### src/rtl/psg_multi.sv
// psg_multi: CH-channel square-wave sound generator with one shared 17-bit
// noise LFSR and one shared 32-step envelope. Each channel produces a
// registered 5-bit log level.
// Ports: CLK/RESET (sync, active-high), CE generator enable, WR/ADDR/DIN
// register write port, DOUT registered read data (1-cycle latency),
// LEVEL packed per-channel levels (ch i at [5i+4:5i]), MIX linear sum.
// Optional macro PSG_MIX_EN builds the log-to-linear table and the MIX adder;
// without it MIX is tied to 0.
module psg_multi #(
  parameter int CH  = 3,
  parameter int TW  = 12,
  parameter int DIV = 8
) (
  input  logic            CLK,
  input  logic            RESET,
  input  logic            CE,
  input  logic            WR,
  input  logic [4:0]      ADDR,
  input  logic [7:0]      DIN,
  output logic [7:0]      DOUT,
  output logic [5*CH-1:0] LEVEL,
  output logic [10:0]     MIX
);
  localparam logic [4:0] A_NPER  = 5'(2*CH);
  localparam logic [4:0] A_TDIS  = 5'(2*CH+1);
  localparam logic [4:0] A_NDIS  = 5'(2*CH+2);
  localparam logic [4:0] A_VOL   = 5'(2*CH+3);
  localparam logic [4:0] A_ELO   = 5'(3*CH+3);
  localparam logic [4:0] A_EHI   = 5'(3*CH+4);
  localparam logic [4:0] A_SHAPE = 5'(3*CH+5);
  localparam logic [3:0] PRE_MAX = 4'(DIV-1);

  // Programmer-visible registers
  logic [TW-1:0]   tper_q [CH];
  logic [TW-1:0]   tper_d [CH];
  logic [4:0]      vol_q  [CH];
  logic [4:0]      vol_d  [CH];
  logic [4:0]      nper_q, nper_d;
  logic [CH-1:0]   tdis_q, tdis_d, ndis_q, ndis_d;
  logic [15:0]     eper_q, eper_d;
  logic [3:0]      shape_q, shape_d;   // {C, At, Al, H}

  // Generator state
  logic [3:0]      pre_q, pre_d;
  logic            ntog_q, ntog_d;
  logic [TW-1:0]   tcnt_q [CH];
  logic [TW-1:0]   tcnt_d [CH];
  logic [CH-1:0]   tone_q, tone_d;
  logic [4:0]      ncnt_q, ncnt_d;
  logic [16:0]     lfsr_q, lfsr_d;
  logic [15:0]     ecnt_q, ecnt_d;
  logic [4:0]      step_q, step_d;
  logic            inv_q, inv_d, hold_q, hold_d;
  logic [7:0]      dout_q, dout_d;
  logic [5*CH-1:0] level_q, level_d;

  logic            tick, ntick, etick, shape_wr, gate;
  logic [TW-1:0]   tlast;
  logic [4:0]      nlast, env_lvl;
  logic [15:0]     elast;

  always_comb begin
    tper_d  = tper_q;   vol_d  = vol_q;   nper_d = nper_q;
    tdis_d  = tdis_q;   ndis_d = ndis_q;  eper_d = eper_q;
    shape_d = shape_q;  pre_d  = pre_q;   ntog_d = ntog_q;
    tcnt_d  = tcnt_q;   tone_d = tone_q;  ncnt_d = ncnt_q;
    lfsr_d  = lfsr_q;   ecnt_d = ecnt_q;  step_d = step_q;
    inv_d   = inv_q;    hold_d = hold_q;
    tlast   = '0;       gate   = 1'b0;
    level_d = '0;       dout_d = 8'hFF;

    // Register writes; unmapped addresses simply match nothing.
    if (WR) begin
      for (int i = 0; i < CH; i++) begin
        if (ADDR == 5'(2*i))       tper_d[i][7:0]    = DIN;
        if (ADDR == 5'(2*i+1))     tper_d[i][TW-1:8] = DIN[TW-9:0];
        if (ADDR == A_VOL + 5'(i)) vol_d[i]          = DIN[4:0];
      end
      if (ADDR == A_NPER)  nper_d       = DIN[4:0];
      if (ADDR == A_TDIS)  tdis_d       = DIN[CH-1:0];
      if (ADDR == A_NDIS)  ndis_d       = DIN[CH-1:0];
      if (ADDR == A_ELO)   eper_d[7:0]  = DIN;
      if (ADDR == A_EHI)   eper_d[15:8] = DIN;
      if (ADDR == A_SHAPE) shape_d      = DIN[3:0];
    end
    shape_wr = WR && (ADDR == A_SHAPE);

    // Prescaler: one tick per DIV CE pulses; noise runs on every 2nd tick.
    tick  = CE && (pre_q == PRE_MAX);
    ntick = tick && ntog_q;
    if (CE)   pre_d  = tick ? 4'd0 : pre_q + 4'd1;
    if (tick) ntog_d = ~ntog_q;

    // Tone counters: ">=" makes a period shrunk below the count wrap at once.
    for (int i = 0; i < CH; i++) begin
      tlast = (tper_q[i] == '0) ? '0 : tper_q[i] - TW'(1);
      if (tick) begin
        if (tcnt_q[i] >= tlast) begin
          tcnt_d[i] = '0;
          tone_d[i] = ~tone_q[i];
        end else begin
          tcnt_d[i] = tcnt_q[i] + TW'(1);
        end
      end
    end

    // Noise counter and LFSR
    nlast = (nper_q == 5'd0) ? 5'd0 : nper_q - 5'd1;
    if (ntick) begin
      if (ncnt_q >= nlast) begin
        ncnt_d = 5'd0;
        lfsr_d = {lfsr_q[0] ^ lfsr_q[3], lfsr_q[16:1]};
      end else begin
        ncnt_d = ncnt_q + 5'd1;
      end
    end

    // Envelope: a shape write restarts it regardless of CE.
    elast = (eper_q == 16'd0) ? 16'd0 : eper_q - 16'd1;
    etick = tick && (ecnt_q >= elast);
    if (shape_wr) begin
      step_d = 5'd0;
      inv_d  = 1'b0;
      hold_d = 1'b0;
      ecnt_d = 16'd0;
    end else if (tick) begin
      ecnt_d = etick ? 16'd0 : ecnt_q + 16'd1;
      if (etick && !hold_q) begin
        if (step_q != 5'd31) begin
          step_d = step_q + 5'd1;
        end else if (!shape_q[3]) begin
          hold_d = 1'b1;
        end else if (shape_q[0]) begin
          hold_d = 1'b1;
          inv_d  = inv_q ^ shape_q[1];
        end else begin
          step_d = 5'd0;
          if (shape_q[1]) inv_d = ~inv_q;
        end
      end
    end
    // A non-continuing shape parks at silence once it has held.
    if (hold_q && !shape_q[3])     env_lvl = 5'd0;
    else if (shape_q[2] ^ inv_q)   env_lvl = step_q;
    else                           env_lvl = 5'd31 - step_q;

    // Per-channel mixer
    for (int i = 0; i < CH; i++) begin
      gate = (tone_q[i] | tdis_q[i]) & (lfsr_q[0] | ndis_q[i]);
      if (!gate)            level_d[5*i +: 5] = 5'd0;
      else if (vol_q[i][4]) level_d[5*i +: 5] = env_lvl;
      else                  level_d[5*i +: 5] = {vol_q[i][3:0], vol_q[i][3]};
    end

    // Read mux: unstored bits read 0, unmapped addresses read 0xFF.
    for (int i = 0; i < CH; i++) begin
      if (ADDR == 5'(2*i))       dout_d = tper_q[i][7:0];
      if (ADDR == 5'(2*i+1))     dout_d = 8'(tper_q[i][TW-1:8]);
      if (ADDR == A_VOL + 5'(i)) dout_d = 8'(vol_q[i]);
    end
    if (ADDR == A_NPER)  dout_d = 8'(nper_q);
    if (ADDR == A_TDIS)  dout_d = 8'(tdis_q);
    if (ADDR == A_NDIS)  dout_d = 8'(ndis_q);
    if (ADDR == A_ELO)   dout_d = eper_q[7:0];
    if (ADDR == A_EHI)   dout_d = eper_q[15:8];
    if (ADDR == A_SHAPE) dout_d = 8'(shape_q);
  end

  always_ff @(posedge CLK) begin
    if (RESET) begin
      tper_q  <= '{default: '0};
      vol_q   <= '{default: '0};
      tcnt_q  <= '{default: '0};
      nper_q  <= '0;  tdis_q <= '0;  ndis_q <= '0;
      eper_q  <= '0;  shape_q <= '0; pre_q  <= '0;
      ntog_q  <= 1'b0; tone_q <= '0; ncnt_q <= '0;
      lfsr_q  <= 17'h00001;
      ecnt_q  <= '0;  step_q <= '0;  inv_q  <= 1'b0;
      hold_q  <= 1'b0; dout_q <= '0; level_q <= '0;
    end else begin
      tper_q  <= tper_d;  vol_q  <= vol_d;   tcnt_q <= tcnt_d;
      nper_q  <= nper_d;  tdis_q <= tdis_d;  ndis_q <= ndis_d;
      eper_q  <= eper_d;  shape_q <= shape_d; pre_q <= pre_d;
      ntog_q  <= ntog_d;  tone_q <= tone_d;  ncnt_q <= ncnt_d;
      lfsr_q  <= lfsr_d;  ecnt_q <= ecnt_d;  step_q <= step_d;
      inv_q   <= inv_d;   hold_q <= hold_d;  dout_q <= dout_d;
      level_q <= level_d;
    end
  end

  assign DOUT  = dout_q;
  assign LEVEL = level_q;

`ifdef PSG_MIX_EN
  // Log level (0..31) to linear amplitude.
  localparam logic [7:0] LIN [32] = '{
    8'h00, 8'h01, 8'h01, 8'h02, 8'h02, 8'h03, 8'h03, 8'h04,
    8'h06, 8'h07, 8'h09, 8'h0A, 8'h0C, 8'h0E, 8'h11, 8'h13,
    8'h17, 8'h1B, 8'h20, 8'h25, 8'h2C, 8'h35, 8'h3E, 8'h47,
    8'h54, 8'h66, 8'h77, 8'h88, 8'hA1, 8'hC0, 8'hE0, 8'hFF};
  logic [10:0] mix_q, mix_d;

  always_comb begin
    mix_d = '0;
    for (int i = 0; i < CH; i++) mix_d = mix_d + 11'(LIN[level_q[5*i +: 5]]);
  end

  always_ff @(posedge CLK) begin
    if (RESET) mix_q <= '0;
    else       mix_q <= mix_d;
  end

  assign MIX = mix_q;
`else
  assign MIX = '0;
`endif

endmodule

### config.mk
export PLATFORM = sky130hd
export DESIGN_NAME = psg_multi
export DESIGN_NICKNAME = d
export VERILOG_FILES = /design/src/rtl/psg_multi.sv
export SDC_FILE = /design/constraint.sdc
export NUM_CORES = 1
export LEC_CHECK = 0
export ABC_AREA = 1
export BUFFER_PORTS_ARGS = -buffer_cell sky130_fd_sc_hd__buf_2
export CORE_ASPECT_RATIO = 0.8
export CORE_MARGIN = 5
export CORE_UTILIZATION = 35
export DETAILED_ROUTE_END_ITERATION = 8
export MAX_ROUTING_LAYER = met4
export PLACE_DENSITY_LB_ADDON = 0.12
export SLEW_MARGIN = 20
export SYNTH_ARGS = -nofsm -noshare
export SYNTH_HDL_FRONTEND = slang
export SYNTH_SLANG_ARGS = --single-unit
### constraint.sdc
create_clock -name CLK -period 3.9 [get_ports CLK]
set_clock_uncertainty 0.05 [all_clocks]
set_input_delay 0.78 -clock CLK [delete_from_list [all_inputs] [get_ports CLK]]
set_output_delay 0.78 -clock CLK [all_outputs]
set_load 0.02 [all_outputs]
==> flow_summary_export.csv, run 1 <==
group,metric,value,unit
worst_setup_path,r2r_start,"tper_q[0]",
hold_path,hold_class,"register to register",
drt,detail_route.first_pass.iterations,5,
cts,clockBufferDepth,2,
outcome,status,"complete, no violations",
worst_setup_path,path_max_fanout,10,
worst_setup_path,r2r_cells,19,
place,pre_cts_slack,0.553,ns
hold_path,worstHoldPathCells,2,
synth,seq_area_frac_synth,35.5,%
drt,drc,0,
synth,ys_seq_elements,194,
cts,cts_sinks,194,
die,pin_count,51,
timing,drv_slew,0,
power_and_ir_drop,swShare,29.7,%
drt,ant_nets,0,
worst_setup_path,crit_required,4.18,ns
power_and_ir_drop,pwr-share-clk,40.8,%
synth,synthFlopType,"dfxtp_1",
drt,drtIter0Drc,709,
die,rows,57,
grt,grt_pass1_vias,8933,
final_layout,final_layout_size_suffix_gt1_share,7.62,%
cts,cts_tree,"yes",
cts,root_buffer,"clkbuf_16",
hold_path,hold_start,"lfsr_q[1]",
power_and_ir_drop,power_leakage,0.00503,uW
timing,finalSetupTns,0,ns
die,die_y,168,um
grt,antenna_found_initial,0,
final_layout,fillCellCount,3264,
final_layout,nets,1702,
synth,syn_area,10900,um^2
drt,wl_per_cell,15.1,um
worst_setup_path,r2r_end,"tone_q[2]",
timing,fmaxAchievable,300,MHz
power_and_ir_drop,p_sw,1280,uW
power_and_ir_drop,peakVddDrop,254,uV
place,gp_congestion,0.881,
timing,rsz0062_at_grt,"no",
place,placedCellCount,2008,
timing,tightest_slew,0.632,ns
place,portBuffers,39,
power_and_ir_drop,pwr-share-seq,46.7,%
place,dp_hpwl,23.2,mm
final_layout,utilization,39.5,%
synth,syn_area_per_cell,6.89,um^2
synth,synthArstFlopShare,0,%
final_layout,instances_no_fill,2040,
drt,wirelength,30.9,mm
die,die-area,34900,um^2
worst_setup_path,cp.arrival,3.61,ns
worst_setup_path,cp-end-kind,"register",
cts,clk_latency,0.46,ns
grt,grt_overflow_total,0,
power_and_ir_drop,internal_power,3040,uW
timing,slew_headroom,57.8,%
die,die_x,208,um
grt,grt_pass1_wl,49.7,mm
synth,synth_edf_count,0,
die,coreArea,30600,um^2
cts,cts.reportedPaths.clkPinSlew,0.08,ns
worst_setup_path,criticalPathCategory,"register to register",
cts,cts_hold_buf,0,
drt,route.vias.total,9980,
run,drv_cap,0,
synth,syn_inst,1588,
timing,worst_slack,0.562,ns
final_layout,n_antenna_cell,0,
die,initial_core_util,35.7,%
grt,grt_max_degree,59,
worst_setup_path,rrSetupSlack,0.56,ns
cts,cts_htree_levels,4,
hold_path,min_to,"lfsr_q[0]",
synth,ys_types,46,
timing,post-route-min-period,3.34,ns
synth,ys_warn_count,0,
cts,cts_buffers,17,
timing,finalSetupViolCount,0,
drt,viasPerCell,4.89,
worst_setup_path,critPathLaunchType,"register",
grt,grt_usage,18.1,%
power_and_ir_drop,power.share.combinational,12.6,%
final_layout,syn2layout_area_growth,10.4,%
timing,hold_viol,0,
timing,min_period_over_period,85.6,%
power_and_ir_drop,power-per-cell-area,358,nW/um^2
[worst max-delay path: stages (launching register included)]
cell	delay (ns)
dfxtp_1	0.33
inv_1	0.10
ha_1	0.19
nand3_1	0.12
nor3_1	0.15
inv_1	0.07
nor2_1	0.16
nand2_1	0.09
nor3_1	0.23
inv_1	0.18
nand2_1	0.11
ha_1	0.23
a21oi_1	0.14
o21ai_0	0.09
nand2_1	0.06
nand4_1	0.16
nand2_1	0.15
clkinv_1	0.27
o21ai_0	0.26
a21oi_1	0.06
[final cells by class]
type	instances	area, um^2	share of cell area, %
clock inverter	14	141	1.17
tap	413	517	4.28
timing repair buffer	48	263	2.18
sequential	194	3880	32.2
multi-input combinational	1153	6080	50.4
clock buffer	18	439	3.64
inverter	200	751	6.22
[cell usage after synthesis, types with 10 or more instances]
cell	n	area share (%)
nand2_1	273	9.4
or2_2	10	0.57
nor3_1	35	1.6
buf_2	13	0.59
nand3_1	84	3.8
o21ai_0	161	7.4
buf_4	12	0.82
clkbuf_1	24	0.82
dfxtp_1	194	36
a21oi_1	167	7.6
inv_1	195	6.7
nand4_1	30	1.7
ha_1	71	8.1
nor2_2	10	0.57
nor2_1	210	7.2
xor2_1	22	1.8
[layer usage]
| metal | share of wire, % | GRT usage, % | vias up |
|---|---|---|---|
| met2 | 40 | 24.9 | 205 |
| met5 | 0 | - | - |
| met1 | 55 | 27.7 | 4472 |
| met3 | 4.3 | 2.57 | 21 |
| li1 | - | - | 5282 |
| met4 | 1.1 | 4.05 | 0 |
[stage by stage]
stage / hold WS, ns / area, um^2 / power (uW)
after global placement: 0.402 / 11500 / 2600
after global routing: 0.451 / 12100 / 4550
after floorplan: 0.373 / 11000 / 2450
after detailed placement: 0.406 / 11500 / 2600
after CTS: 0.427 / 12100 / 4370
final: 0.423 / 12100 / 4320
[flip-flops by register name (all words and copies together) (netlist names)]
| name | cells |
|---|---|
| eper_q | 16 |
| ntog_q | 1 |
| pre_q | 4 |
| inv_q | 1 |
| vol_q | 15 |
| ndis_q | 3 |
| ecnt_q | 16 |
| hold_q | 1 |
| DOUT | 8 |
| tcnt_q | 36 |
| LEVEL | 15 |
| tper_q | 36 |
| tone_q | 3 |
| ncnt_q | 5 |
| step_q | 5 |
| lfsr_q | 17 |
| nper_q | 5 |
| tdis_q | 3 |
| shape_q | 4 |
[power by group through the flow]
stage	clock network, uW	logic, uW	registers, uW
2_1_floorplan	0	381	2070
3_3_place_gp	0	539	2060
3_5_place_dp	0	542	2060
4_1_cts	1810	544	2010
5_1_grt	1900	626	2020
6_report	1760	543	2010
[logic make-up after synthesis]
kind of cell               after synthesis  synth area share [%]
AOI/OAI and AO/OA                      363                  17.4
xor gates and xnor gates                27                  2.16
adders and majority gates               71                  8.12
buffers and inverters                  251                  9.24
DFF                                    194                  35.5
other                                    1                0.0343
and+or+nand+nor                        681                  27.6
[timing repair]
item / 4_1_cts / 5_1_grt
hold endpoints to repair: 0 / 0
resized for setup: 0 / 1
buffers inserted: 0 / 0
setup endpoints to repair: 0 / 1
[cells in the final DEF, fill, tap and decap left out, drive strengths merged, types with 5 or more instances in the layout]
cell type	count
nor2	226
inv	205
clkinv	6
a21oi	167
nand3	87
or2	10
xnor2	5
nand2	275
o21ai	163
clkbuf	18
ha	71
nor3	39
xor2	22
buf	48
dfxtp	194
nor4	7
o22ai	5
conb	11
nand4	30
a211oi	9
[worst max-delay path by stage]
| stage | startpoint | to | slack, ns | depth (start not counted) |
|---|---|---|---|---|
| 3_5_place_dp | eper_q[1] | step_q[0] | 0.55 | 24 |
| 4_1_cts | eper_q[0] | step_q[4] | 0.52 | 23 |
| 2_1_floorplan | eper_q[0] | ecnt_q[13] | 1.03 | 23 |
| 5_1_grt | tper_q[0] | tone_q[2] | 0.07 | 19 |
| 6_report | tper_q[0] | tone_q[2] | 0.56 | 19 |
| 3_3_place_gp | eper_q[1] | step_q[2] | 0.60 | 24 |
Power figures use the tool's default switching activity.
==> run 2, diff against run 1 <==
Settings changed: ABC_AREA 1 to default.
Clock period 3.9 ns to 4.2 ns, I/O delays scaled along.
==> run 2 against run 1 <==
Sequential power fell by 7%. Critical path depth fell by 6. Clock-buffer cell count fell by 1. Cell area rose by 0.80%. Core utilization fell by 0.46 points. Highest routed layer unchanged.
==> flow_summary_export.csv, run 2 <==
group,metric,value,unit
worst_setup_path,crit_required,4.54,ns
power_and_ir_drop,power-per-cell-area,323,nW/um^2
final_layout,n_antenna_cell,0,
timing,finalSetupViolCount,0,
hold_path,hold_class,"register to register",
drt,met2_length,13.1,mm
worst_setup_path,critPathSlowestCell,"or4_1",
die,die_y,169,um
grt,antenna_found_initial,0,
timing,post-route-min-period,3.90,ns
synth,synthMostInstantiatedCell,"dfxtp_1",
final_layout,fillCellCount,3252,
power_and_ir_drop,internal_power,2780,uW
power_and_ir_drop,peakVddDrop,280,uV
synth,syn_area_per_cell,8.03,um^2
synth,ys_warn_count,0,
worst_setup_path,cp-end-kind,"register",
grt,grt_max_degree,57,
cts,cts.reportedPaths.clkPinSlew,0.08,ns
synth,synthArstFlopShare,0,%
worst_setup_path,cp.arrival,4.24,ns
worst_setup_path,cp_slowest_stage_delay,0.62,ns
synth,netlist.area_leader.share,35.3,%
worst_setup_path,path_max_fanout,11,
power_and_ir_drop,swShare,29.2,%
synth,synth_edf_count,0,
synth,synth_top_area_cell,"dfxtp_1",
worst_setup_path,critPathLaunchType,"register",
timing,rsz0062_at_grt,"no",
cts,clk_latency,0.46,ns
timing,finalSetupTns,0,ns
place,portBuffers,39,
timing,tightest_slew,0.869,ns
cts,cts_buffers,17,
cts,cts_sinks,194,
worst_setup_path,cp_top_family,"simple AND/OR/NAND/NOR gates",
cts,cts_htree_levels,4,
timing,fmaxAchievable,257,MHz
power_and_ir_drop,pwr-share-seq,47.4,%
power_and_ir_drop,pwr-share-clk,42.7,%
synth,ys_types,73,
final_layout,final_layout_size_suffix_gt1_share,7.84,%
hold_path,worstHoldPathCells,2,
die,pin_count,51,
worst_setup_path,criticalPathCategory,"register to register",
final_layout,syn2layout_area_growth,10.6,%
cts,clockBufferDepth,2,
worst_setup_path,crit_buf_inv,1,
final_layout,mostFrequentLayoutCell,"dfxtp_1",
timing,drv_slew,0,
drt,detail_route.first_pass.iterations,5,
synth,syn_inst,1371,
run,drv_cap,0,
power_and_ir_drop,power_leakage,0.00488,uW
worst_setup_path,crit_chain,"or4_1, nor4_1, nand3_1, xnor2_1, nand2_1, ha_1, nand2_1, or3_4, a2111oi_4, a21oi_1, buf_4, or4_1, a21oi_1",
drt,drc,0,
cts,post-cts-setup-buffer-count,0,
cts,root_buffer,"clkbuf_16",
power_and_ir_drop,finalPower,3930,uW
die,initial_core_util,35.3,%
drt,wl_met1,16.7,mm
worst_setup_path,r2r_cells,13,
power_and_ir_drop,p_sw,1150,uW
die,die-area,35100,um^2
drt,viasPerCell,5.21,
synth,syn_area,11000,um^2
drt,met3_length,1.50,mm
final_layout,nets,1465,
synth,synthFlopType,"dfxtp_1",
timing,worst_slack,0.305,ns
power_and_ir_drop,power.share.combinational,9.9,%
die,rows,58,
grt,grt_pass1_wl,50.6,mm
drt,drtIter0Drc,722,
die,coreArea,31200,um^2
drt,wirelength,31.7,mm
grt,grt_usage,18.4,%
synth,seq_area_frac_synth,35.3,%
synth,ys_seq_elements,194,
outcome,status,"complete, no violations",
cts,cts_hold_buf,0,
worst_setup_path,cp_num_cells,13,
place,pre_cts_slack,0.308,ns
drt,ant_nets,0,
drt,route.vias.total,9427,
grt,grt_pass1_vias,8727,
drt,wl_per_cell,17.5,um
place,gp_congestion,0.907,
die,die_x,208,um
final_layout,utilization,39.0,%
final_layout,top_regs,"tcnt_q: 36 flops, tper_q: 36 flops, lfsr_q: 17 flops",
cts,post_cts_resized,0,
timing,min_period_over_period,92.7,%
drt,top_layer,"met4",
timing,slew_headroom,41.6,%
grt,grt_overflow_total,0,
cts,cts_tree,"yes",
place,dp_hpwl,23.4,mm
synth,synth.area.top_cells,"dfxtp_1, ha_1, nand2_1",
final_layout,layout_common_cells,"dfxtp_1, nand2_1, nor2_1",
timing,hold_viol,0,
synth,synth_common_cells,"dfxtp_1, nand2_1, nor2_1",
==> run 2: cell count changes in the layout (fill, tap and decap cells not counted), sizes merged, moves of 18 or more <==
cell	previous run	this run
a21oi	167	106
inv	205	42
mux2i	0	65
nand2	275	176
nand2b	0	18
nand3	87	68
nor2	226	168
nor2b	0	21
o21ai	163	42
xnor2	5	38
xor2	22	44
==> run 2: path summary, 6_finish.rpt <==
check	from	to	slack (ns)
setup / recovery	eper_q[8]	inv_q	0.30
hold / removal	lfsr_q[14]	lfsr_q[13]	0.42
setup reg to reg	eper_q[8]	inv_q	0.30
hold reg to reg	lfsr_q[14]	lfsr_q[13]	0.42
==> run 2: power groups by stage <==
stage | registers (uW) | clock network, uW | logic, uW
2_1_floorplan | 1910 | 0 | 267
3_3_place_gp | 1910 | 0 | 384
3_5_place_dp | 1910 | 0 | 385
4_1_cts | 1870 | 1740 | 386
5_1_grt | 1870 | 1820 | 429
6_report | 1870 | 1680 | 388
==> run 2: logic make-up after synthesis <==
kind of cell	synth area share [%]
muxes	6.32
AOI/OAI and AO/OA	13.9
buffers and inverters	4.47
and+or+nand+nor	25.4
adders and majority gates	8.07
other	0.0341
xor gates and xnor gates	6.52
DFF	35.3
==> run 2: metal layers <==
metal,vias to the layer above,GRT usage [%]
li1,4822,-
met1,4387,27.3
met2,193,25.7
met3,25,4.19
met4,0,3.88
met5,-,-
==> run 2: worst min-delay path, cell delays in order (launching register included) <==
cell	delay (ns)
dfxtp_1	0.30
nand2_1	0.06
mux2i_1	0.06
==> run 2: metrics by stage <==
| step | hold WS, ns | std cells | area, um^2 |
|---|---|---|---|
| 2_1_floorplan | 0.388 | 1381 | 11000 |
| 3_3_place_gp | 0.401 | 1778 | 11600 |
| 6_report | 0.421 | 1810 | 12200 |
| 4_1_cts | 0.425 | 1810 | 12200 |
| 5_1_grt | 0.448 | 1810 | 12200 |
| 3_5_place_dp | 0.412 | 1778 | 11600 |
==> run 2: cell type report <==
| cell class | instances | area, um^2 | share of cell area (%) |
|---|---|---|---|
| inverter | 36 | 135 | 1.11 |
| clock buffer | 17 | 425 | 3.49 |
| sequential | 194 | 3880 | 31.9 |
| timing repair buffer | 57 | 333 | 2.73 |
| tap | 420 | 526 | 4.32 |
| clock inverter | 15 | 183 | 1.50 |
| multi-input combinational | 1071 | 6690 | 54.9 |
